## src/rtl/button_debounce_multi_pkg.sv

```systemverilog
// Shared definitions for the front-panel button debouncer.
//
// Contents:
//   state_t : per-channel qualifier state. The encodings are fixed
//             (IDLE=0, PRESS_CHK=1, PRESSED=2, RELEASE_CHK=3) because
//             bench monitors decode the raw 2-bit debug state with them.
package debounce_pkg;

    typedef enum logic [1:0] {
        ST_IDLE        = 2'd0,
        ST_PRESS_CHK   = 2'd1,
        ST_PRESSED     = 2'd2,
        ST_RELEASE_CHK = 2'd3
    } state_t;

endpackage

```

## src/rtl/button_debounce_multi_if.sv

```systemverilog
// Bundle between raw button pins / tick source and the debounced outputs.
//
// Signals (N_CH = number of channels):
//   i_tick     1     sample enable, one clk wide
//   i_btn      N_CH  raw asynchronous buttons, 1 = pressed
//   o_level    N_CH  debounced level
//   o_press    N_CH  one-clk pulse on accepted press
//   o_release  N_CH  one-clk pulse on accepted release
//   o_long     N_CH  one-clk pulse when a hold reaches the long-press count
//   dbg_state  N_CH x 2 bits, per-channel qualifier state (debounce_pkg encoding)
//
// Handshake: there is no valid/ready flow control. Inputs are level
// signals sampled by the debouncer; o_press/o_release/o_long are
// single-cycle strobes that the consumer must take in the cycle they are
// high, since they are never held or repeated.
//
// Modports: master = tick source / control logic, slave = debouncer.
interface button_debounce_multi_if #(
    parameter int N_CH = 4
);
    logic                  i_tick;
    logic [N_CH-1:0]       i_btn;
    logic [N_CH-1:0]       o_level;
    logic [N_CH-1:0]       o_press;
    logic [N_CH-1:0]       o_release;
    logic [N_CH-1:0]       o_long;
    logic [N_CH-1:0][1:0]  dbg_state;

    modport master (
        output i_tick,
        output i_btn,
        input  o_level,
        input  o_press,
        input  o_release,
        input  o_long,
        input  dbg_state
    );

    modport slave (
        input  i_tick,
        input  i_btn,
        output o_level,
        output o_press,
        output o_release,
        output o_long,
        output dbg_state
    );
endinterface

```

## src/rtl/button_debounce_multi_channel.sv

```systemverilog
// One debounce channel: 2-FF synchroniser, press/release qualifier FSM,
// hold counter for long-press detection and registered outputs.
//
// Ports:
//   clk, rst   clock, synchronous active-high reset
//   i_tick     sample enable; FSM, counters and level only move on ticks
//   i_btn      raw asynchronous button, 1 = pressed
//   o_level    debounced level
//   o_press    one-clk pulse on accepted press
//   o_release  one-clk pulse on accepted release
//   o_long     one-clk pulse once per press when hold reaches LONG_CNT
//   o_state    current FSM state (debug)
module debounce_channel
    import debounce_pkg::*;
#(
    parameter int STABLE_CNT = 3,
    parameter int LONG_CNT   = 0,
    parameter int CNT_W      = 16
) (
    input  logic   clk,
    input  logic   rst,
    input  logic   i_tick,
    input  logic   i_btn,
    output logic   o_level,
    output logic   o_press,
    output logic   o_release,
    output logic   o_long,
    output state_t o_state
);

    // Comparisons are made on count+1 one bit wider than the counter so a
    // saturated hold counter can never wrap into a false match.
    localparam logic [CNT_W:0]   STABLE_W = (CNT_W+1)'(STABLE_CNT);
    localparam logic [CNT_W:0]   LONG_W   = (CNT_W+1)'(LONG_CNT);
    localparam logic [CNT_W-1:0] CNT_ONE  = CNT_W'(1);
    localparam bit               LONG_EN  = (LONG_CNT != 0);

    logic [1:0]       sync_q;
    logic             sync;
    state_t           state, state_nx;
    logic [CNT_W-1:0] qcnt, qcnt_nx;
    logic [CNT_W-1:0] hold, hold_nx;
    logic [CNT_W:0]   qcnt_inc, hold_inc;
    logic             level_q, level_nx;
    logic             press_q, press_nx;
    logic             rel_q, rel_nx;
    logic             long_q, long_nx;

    assign sync     = sync_q[1];
    assign qcnt_inc = {1'b0, qcnt} + {{CNT_W{1'b0}}, 1'b1};
    assign hold_inc = {1'b0, hold} + {{CNT_W{1'b0}}, 1'b1};

    always_ff @(posedge clk) begin
        if (rst) begin
            sync_q  <= 2'b00;
            state   <= ST_IDLE;
            qcnt    <= '0;
            hold    <= '0;
            level_q <= 1'b0;
            press_q <= 1'b0;
            rel_q   <= 1'b0;
            long_q  <= 1'b0;
        end else begin
            // Synchroniser runs every clock so a tick always sees a settled value.
            sync_q  <= {sync_q[0], i_btn};
            // Pulses last one clk regardless of tick spacing.
            press_q <= i_tick & press_nx;
            rel_q   <= i_tick & rel_nx;
            long_q  <= i_tick & long_nx;
            if (i_tick) begin
                state   <= state_nx;
                qcnt    <= qcnt_nx;
                hold    <= hold_nx;
                level_q <= level_nx;
            end
        end
    end

    always_comb begin
        state_nx = state;
        qcnt_nx  = qcnt;
        hold_nx  = hold;
        level_nx = level_q;
        press_nx = 1'b0;
        rel_nx   = 1'b0;
        long_nx  = 1'b0;
        case (state)
            ST_IDLE: begin
                if (sync) begin
                    state_nx = ST_PRESS_CHK;
                    qcnt_nx  = CNT_ONE;
                end
            end
            ST_PRESS_CHK: begin
                if (!sync) begin
                    state_nx = ST_IDLE;
                    qcnt_nx  = '0;
                end else if (qcnt_inc == STABLE_W) begin
                    state_nx = ST_PRESSED;
                    press_nx = 1'b1;
                    level_nx = 1'b1;
                    qcnt_nx  = '0;
                    hold_nx  = '0;
                end else begin
                    qcnt_nx = qcnt_inc[CNT_W-1:0];
                end
            end
            ST_PRESSED: begin
                // A low sample leaves PRESSED before any long check, so a
                // release path can never coincide with o_long.
                if (!sync) begin
                    state_nx = ST_RELEASE_CHK;
                    qcnt_nx  = CNT_ONE;
                end else begin
                    if (!(&hold)) begin
                        hold_nx = hold_inc[CNT_W-1:0];
                    end
                    // hold only passes LONG_CNT-1 once per press, so this fires once.
                    if (LONG_EN && (hold_inc == LONG_W)) begin
                        long_nx = 1'b1;
                    end
                end
            end
            ST_RELEASE_CHK: begin
                if (sync) begin
                    // Bounce during release: resume the hold where it was.
                    state_nx = ST_PRESSED;
                    qcnt_nx  = '0;
                end else if (qcnt_inc == STABLE_W) begin
                    state_nx = ST_IDLE;
                    rel_nx   = 1'b1;
                    level_nx = 1'b0;
                    qcnt_nx  = '0;
                    hold_nx  = '0;
                end else begin
                    qcnt_nx = qcnt_inc[CNT_W-1:0];
                end
            end
            default: begin
                state_nx = ST_IDLE;
            end
        endcase
    end

    assign o_level   = level_q;
    assign o_press   = press_q;
    assign o_release = rel_q;
    assign o_long    = long_q;
    assign o_state   = state;

endmodule

```

## src/rtl/button_debounce_multi.sv

```systemverilog
// Multi-channel push-button conditioner: N_CH independent debounce
// channels sharing one clock and one sample tick.
//
// Ports:
//   clk   system clock
//   rst   synchronous active-high reset
//   bus   button_debounce_multi_if.slave (tick, raw buttons, debounced
//         level, press/release/long pulses, per-channel debug state)
module button_debounce_multi
    import debounce_pkg::*;
#(
    parameter int N_CH       = 4,
    parameter int STABLE_CNT = 3,
    parameter int LONG_CNT   = 0,
    parameter int CNT_W      = 16
) (
    input  logic                    clk,
    input  logic                    rst,
    button_debounce_multi_if.slave  bus
);

    if (N_CH < 1) begin : g_chk_nch
        $error("button_debounce_multi: N_CH must be at least 1");
    end
    if ((STABLE_CNT < 2) || (STABLE_CNT > (2**CNT_W) - 1)) begin : g_chk_stable
        $error("button_debounce_multi: STABLE_CNT out of range 2..2^CNT_W-1");
    end
    if ((LONG_CNT < 0) || (LONG_CNT > (2**CNT_W) - 1)) begin : g_chk_long
        $error("button_debounce_multi: LONG_CNT out of range 0..2^CNT_W-1");
    end

    logic [N_CH-1:0]      level_v;
    logic [N_CH-1:0]      press_v;
    logic [N_CH-1:0]      rel_v;
    logic [N_CH-1:0]      long_v;
    logic [N_CH-1:0][1:0] state_v;

    for (genvar g = 0; g < N_CH; g++) begin : g_ch
        state_t ch_state;

        debounce_channel #(
            .STABLE_CNT (STABLE_CNT),
            .LONG_CNT   (LONG_CNT),
            .CNT_W      (CNT_W)
        ) u_ch (
            .clk       (clk),
            .rst       (rst),
            .i_tick    (bus.i_tick),
            .i_btn     (bus.i_btn[g]),
            .o_level   (level_v[g]),
            .o_press   (press_v[g]),
            .o_release (rel_v[g]),
            .o_long    (long_v[g]),
            .o_state   (ch_state)
        );

        assign state_v[g] = ch_state;
    end

    assign bus.o_level   = level_v;
    assign bus.o_press   = press_v;
    assign bus.o_release = rel_v;
    assign bus.o_long    = long_v;
    assign bus.dbg_state = state_v;

endmodule

```

## src/flat_wrapper.sv

```systemverilog
// flat-port wrapper written by rule: the top's interface ports become plain ports
module button_debounce_multi_flat import debounce_pkg::*;
#(
    parameter int N_CH       = 4,
    parameter int STABLE_CNT = 3,
    parameter int LONG_CNT   = 0,
    parameter int CNT_W      = 16
)
  (clk, rst, bus_i_tick, bus_i_btn, bus_o_level, bus_o_press, bus_o_release, bus_o_long, bus_dbg_state);
  button_debounce_multi_if #(.N_CH(N_CH)) bus_i ();
  input  logic clk;
  input  logic rst;
  input wire logic [$bits(bus_i.i_tick)-1:0] bus_i_tick;
  input wire logic [$bits(bus_i.i_btn)-1:0] bus_i_btn;
  output wire logic [$bits(bus_i.o_level)-1:0] bus_o_level;
  output wire logic [$bits(bus_i.o_press)-1:0] bus_o_press;
  output wire logic [$bits(bus_i.o_release)-1:0] bus_o_release;
  output wire logic [$bits(bus_i.o_long)-1:0] bus_o_long;
  output wire logic [$bits(bus_i.dbg_state)-1:0] bus_dbg_state;
  assign bus_i.i_tick = bus_i_tick;
  assign bus_i.i_btn = bus_i_btn;
  assign bus_o_level = bus_i.o_level;
  assign bus_o_press = bus_i.o_press;
  assign bus_o_release = bus_i.o_release;
  assign bus_o_long = bus_i.o_long;
  assign bus_dbg_state = bus_i.dbg_state;
  button_debounce_multi #(.N_CH(N_CH), .STABLE_CNT(STABLE_CNT), .LONG_CNT(LONG_CNT), .CNT_W(CNT_W)) u_core (.clk(clk), .rst(rst), .bus(bus_i));
endmodule
```

## config.mk

```make
export PLATFORM = sky130hd
export DESIGN_NAME = button_debounce_multi_flat
export DESIGN_NICKNAME = d
export VERILOG_FILES = /design/src/rtl/button_debounce_multi_pkg.sv /design/src/rtl/button_debounce_multi_if.sv /design/src/rtl/button_debounce_multi_channel.sv /design/src/rtl/button_debounce_multi.sv /design/src/flat_wrapper.sv
export SDC_FILE = /design/constraint.sdc
export NUM_CORES = 1
export LEC_CHECK = 0
export BUFFER_PORTS_ARGS = -buffer_cell sky130_fd_sc_hd__buf_2
export CAP_MARGIN = 20
export CORE_ASPECT_RATIO = 0.7
export CORE_MARGIN = 4
export CORE_UTILIZATION = 42
export CTS_CLUSTER_DIAMETER = 30
export DETAILED_ROUTE_END_ITERATION = 10
export PLACE_DENSITY_LB_ADDON = 0.12
export SLEW_MARGIN = 30
export SYNTH_ARGS = -nofsm -noshare
export SYNTH_HDL_FRONTEND = slang
export SYNTH_SLANG_ARGS = --single-unit
export TNS_END_PERCENT = 20
```

## constraint.sdc

```tcl
create_clock -name clk -period 3.5 [get_ports clk]
set_clock_uncertainty 0.15 [all_clocks]
set_input_delay 0.7 -clock clk [delete_from_list [all_inputs] [get_ports clk]]
set_output_delay 0.7 -clock clk [all_outputs]
set_load 0.03 [all_outputs]
```

Word level (Yosys, flattened, before mapping)
Index checks and enable logic that the tools add are counted.
Operators by class
  $add $sub $neg: 4
  equality and inequality tests: 48
  muxes and demuxes: 92
  bitwise logic cells: 8
  reductions and logical operators: 20
Operators with widths (number)
  $mux 16: 20
  $pmux 16 s4: 4
  $add 16x1->17 const B: 4
  $eq 17x2->1 const B: 4
  $mux 2: 24
  $ne 2x2->1 const B: 24
  $mux 1: 36
  $pmux 2 s4: 4
  $ne 3x3->1 const B: 8
  $reduce_and 6->1: 4
  $reduce_and 5->1: 4
  $eq 2x2->1 const B: 8
  $reduce_and 3->1: 4
  $and 1x1->1: 8
  $eq 2x1->1 const B: 4
  $logic_not 2->1: 4
  $pmux 1 s2: 4
  $reduce_bool 2->1: 4
Word-level totals
  bits in registers: 92
  input port bits: 7
  output and inout port bits: 24

Depth between registers and ports, before layout
  word-level depth: 6
  depth in mapped cells: 10

Modules after synthesis
From an unflattened synthesis, not the netlist that was laid out.
Unflattened totals
  cells, all modules: 719
  area, all modules: 5779.3 um2
By module, submodules not included
  debounce_channel (u_core.g_ch[1].u_ch ...): times used 2, cells an instance 179, area an instance 1446.4 um2
  debounce_channel (u_core.g_ch[3].u_ch): times used 1, cells an instance 182, area an instance 1453.9 um2
  debounce_channel (u_core.g_ch[0].u_ch): times used 1, cells an instance 179, area an instance 1432.6 um2

Least setup slack after synthesis
No wires, ideal clock.
  kind: flip-flop to flip-flop
  from: reg u_core.g_ch[2].u_ch.qcnt[1]
  to: reg u_core.g_ch[2].u_ch.level_q
  library setup time: 62 ps
  arrival: 2411 ps
  required time: 3288 ps
  path slack: 877 ps
  cell stages (with the launch flop): 10
  clock period less this slack: 2623 ps
  cells stage by stage: dfxtp_1 -> ha_1 -> clkbuf_1 -> nand3_1 -> nor2_1 -> mux2_2 -> a2111oi_0 -> nand4b_1 -> or3_1 -> nand3_1
On the way
  cells in the longest elaborated chain, start to end: 4
  elaborated cells between the ends (all ways): 5
  classes of those cells: add/sub: 1; eq/ne: 3; reduce/logical: 1
RTL lines
  from (decl): RTL line button_debounce_multi_channel.sv:41  | logic [CNT_W-1:0] qcnt, qcnt_nx;
  from (signal assigned): RTL line button_debounce_multi_channel.sv:72  | qcnt <= qcnt_nx;
  $add 16x1->17 *: RTL line button_debounce_multi_channel.sv:50  | assign qcnt_inc = {1'b0, qcnt} + {{CNT_W{1'b0}}, 1'b1};
  $eq 17x2->1 *: RTL line button_debounce_multi_channel.sv:98, button_debounce_multi_channel.sv:129
  $ne 2x2->1 (no source line)
  $reduce_and 6->1 (no source line) *
  to (signal assigned): RTL line button_debounce_multi_channel.sv:74  | level_q <= level_nx;
  to (decl): RTL line button_debounce_multi_channel.sv:44  | logic level_q, level_nx;
Mark *: on every way between the ends. The rest lies on a longest branch, timed or not.
A chain may end at the register's enable or synchronous reset.

Worst setup path after layout
  from: reg u_core.g_ch[0].u_ch.qcnt[0]
  to: reg u_core.g_ch[0].u_ch.level_q
On the way
  cells in the longest elaborated chain, start to end: 4
  elaborated cells between the ends (all ways): 5
  classes of those cells: add/sub: 1; eq/ne: 3; reduce/logical: 1
RTL lines (RTL line)
  from (decl): button_debounce_multi_channel.sv:41
  from (signal assigned): button_debounce_multi_channel.sv:72
  $add 16x1->17 *: button_debounce_multi_channel.sv:50
  $eq 17x2->1 *: button_debounce_multi_channel.sv:98, button_debounce_multi_channel.sv:129
  $ne 2x2->1 (no source line)
  $reduce_and 6->1 (no source line) *
  to (signal assigned): button_debounce_multi_channel.sv:74
  to (decl): button_debounce_multi_channel.sv:44
Marked as above.

==> flow_metrics.py <==
metrics = {
    "clock_tree": {
        "cts_root_buffer": "clkbuf_16",
        "cts_num_sinks": 92,
        "clkTransAtPathRegs_ns": 0.07,
        "htreeDepth": 3,
        "cts_tree": "yes",
        "postCtsHoldBufs": 0,
        "numCtsBuffers": 9,
        "cts_buffer_depth": 2,
        "clk_latency_ns": 0.35,
    },
    "yosys": {
        "seq_area_frac_synth_pct": 32.0,
        "synth_top_area_cell": "dfxtp_1",
        "syn-cell-area_um2": 5760,
        "synth-seq-cells": 92,
        "synth_area_leaders": "dfxtp_1 32%, nand2_1 5.2%, nand3_1 4.1%",
        "synth-edff-count": 0,
        "yosysWarnings": 0,
        "yosysMostFrequentCell": "dfxtp_1",
        "synth_top_area_share_pct": 32.0,
        "synth_common_cells": "92 x dfxtp_1, 80 x nand2_1, 47 x nand3_1, 46 x nor2_1, 42 x a21oi_1",
        "synthFlopType": "dfxtp_1",
        "synth.avg_cell_area_um2": 7.70,
        "synthDistinctLibCells": 74,
        "async_reset_ff_share_pct": 0,
        "synthCells": 747,
    },
    "timing": {
        "tightest_slew_ns": 0.857,
        "finalCritPeriodShare_pct": 89.2,
        "clock.fmax_mhz": 320,
        "fin_setup_tns_ns": 0,
        "setup-violations-final": 0,
        "period_minus_slack_ns": 3.12,
        "timing_hold_violations_final": 0,
        "rsz0062_at_grt": "no",
        "final-max-slew-violation-count": 0,
        "slew_headroom_pct": 42.3,
    },
    "global_route": {
        "grt_pass1_wl_um": 24700,
        "grt_pass1_vias": 4740,
        "grt_max_degree": 65,
        "grtUsageTotal_pct": 19.1,
        "grt_overflow": 0,
        "grt_antenna_before_repair": 0,
    },
    "layout": {
        "drive_above_1_share_pct": 10.5,
        "design_area_um2": 6170,
        "fin_nets": 741,
        "n_antenna_cell": 0,
        "synthToLayoutAreaGrowth_pct": 7.22,
    },
    "placement": {
        "dpl_cell_area_um2": 5860,
        "dp_hpwl_um": 10400,
        "numPortBuffers": 26,
        "routabilityCongestion": 0.914,
    },
    "worst_setup_path": {
        "endpoint_kind": "flop",
        "cp.required_ns": 3.63,
        "crit_arrival_ns": 3.26,
        "start_kind": "flop",
        "path_max_fanout": 12,
        "r2r_slack_ns": 0.38,
        "path_class": "reg2reg",
    },
    "power": {
        "swShare_pct": 23.8,
        "p_total_mw": 2.17,
        "powerDensity_nw_per_um2": 352,
        "clkPwrFrac_pct": 46.9,
        "max-vdd-ir-drop_mv": 0.224,
        "pwr-share-seq_pct": 49.0,
        "leakage_nw": 2.06,
        "internal_power_mw": 1.65,
        "power_switching_mw": 0.516,
        "pwr-share-comb_pct": 4.1,
    },
    "floorplanning": {
        "fp.dieW_um": 148,
        "io_pins": 31,
        "initial_core_util_pct": 43.4,
        "dieArea_um2": 15700,
        "fp-row-count": 35,
        "core_um2": 13300,
        "die_h_um": 106,
    },
    "flow_run": {
        "maxCapViolCount": 0,
    },
    "drt": {
        "drt_iter0_drc": 367,
        "vias": 5402,
        "avgRoutedWirePerCell_um": 16.3,
        "via_per_inst": 5.90,
        "routed_wl_um": 14900,
        "drcViolationCount": 0,
        "drtAntennaViolNets": 0,
        "first_pass_iters": 5,
    },
    "status": {
        "status": "finished clean",
    },
    "min_path": {
        "min_path_type": "reg2reg",
    },
}
[routing by layer]
metal	part of all wire, %	routed length, um	track usage (%)
met5	0	0	0
met4	1.2	172	4.75
met3	5.1	759	4.43
met2	42	6210	27.6
met1	52	7790	28.5
[power by group through the flow]
stage	Combinational (mW)	Clock, mW	Sequential [mW]
3_5_place_dp	0.0888	0	1.09
3_3_place_gp	0.0872	0	1.09
4_1_cts	0.0892	1.04	1.06
5_1_grt	0.0986	1.08	1.06
6_report	0.0890	1.02	1.06
2_1_floorplan	0.0646	0	1.09
[state kept, by name (all words and copies together), names as in the netlist, named ones only]
signal and flops:
u_core.g_ch.u_ch.qcnt 64, u_core.g_ch.u_ch.sync_q 8, u_core.g_ch.u_ch.o_level 4, u_core.g_ch.u_ch.o_press 4
u_core.g_ch.u_ch.o_release 4, u_core.g_ch.u_ch.o_state 4
[final cells by class]
type | instances | area [um^2]
multi-input combinational | 565 | 3490
timing repair buffer | 38 | 233
tap | 185 | 231
inverter | 20 | 75.1
sequential | 92 | 1840
clock buffer | 11 | 243
fill | 1325 | 7100
clock inverter | 5 | 60.1
[logic make-up after synthesis]
group                      after synthesis  synth area share [%]
AOI/OAI and AO/OA                      163                  18.4
xor gates and xnor gates                28                  4.26
adders and majority gates                8                  1.74
buffers and inverters                   93                  7.72
DFF                                     92                  32.0
muxes                                   11                  1.98
other                                    1                0.0652
and+or+nand+nor                        351                  33.8
[final timing paths]
kind                                                  from                                        to  depth (start not counted)
setup / recovery  u_core.g_ch[0].u_ch.qcnt[0]$_SDFFE_PP0P_  u_core.g_ch[0].u_ch.o_level$_SDFFE_PP0P_                          8
hold / removal    u_core.g_ch[3].u_ch.sync_q[0]$_SDFF_PP0_  u_core.g_ch[3].u_ch.sync_q[1]$_SDFF_PP0_                          1
setup reg to reg  u_core.g_ch[0].u_ch.qcnt[0]$_SDFFE_PP0P_  u_core.g_ch[0].u_ch.o_level$_SDFFE_PP0P_                          8
hold reg to reg   u_core.g_ch[3].u_ch.sync_q[0]$_SDFF_PP0_  u_core.g_ch[3].u_ch.sync_q[1]$_SDFF_PP0_                          1
[metrics by stage]
stage               hold WS, ns  util (%)  setup WS [ns]  instances
finish                    0.290      46.5          0.377        916
global route              0.310      46.5         0.0384        916
CTS                       0.288      46.5          0.287        916
detailed placement        0.274      44.2          0.320        900
global placement          0.268      44.2          0.360        900
floorplan                 0.264         -          0.877        750
[layout by cell type, fill, tap and decap left out, drive strengths merged, types with 20 or more instances in the layout]
cell type  instances
a21oi             42
buf               38
dfxtp             92
inv               21
nand2             80
nand3             48
nand4             29
nor2              46
nor3              28
nor4              20
o21ai             39
[critical path, cell delays in order, from the launching register on]
cell and delay [ns]:
dfxtp_1 0.43, ha_1 0.26, nand3_1 0.28, nor4_2 0.41, mux2_2 0.39, a21oi_1 0.12
nand4_1 0.43, or3_1 0.48, a21oi_1 0.12
[what timing repair did]
| item | 4_1_cts | 5_1_grt |
|---|---|---|
| buffers inserted | 0 | 0 |
| gates resized for setup | 0 | 1 |
| endpoints found under the setup margin | 0 | 1 |
Power figures use the tool's default switching activity.
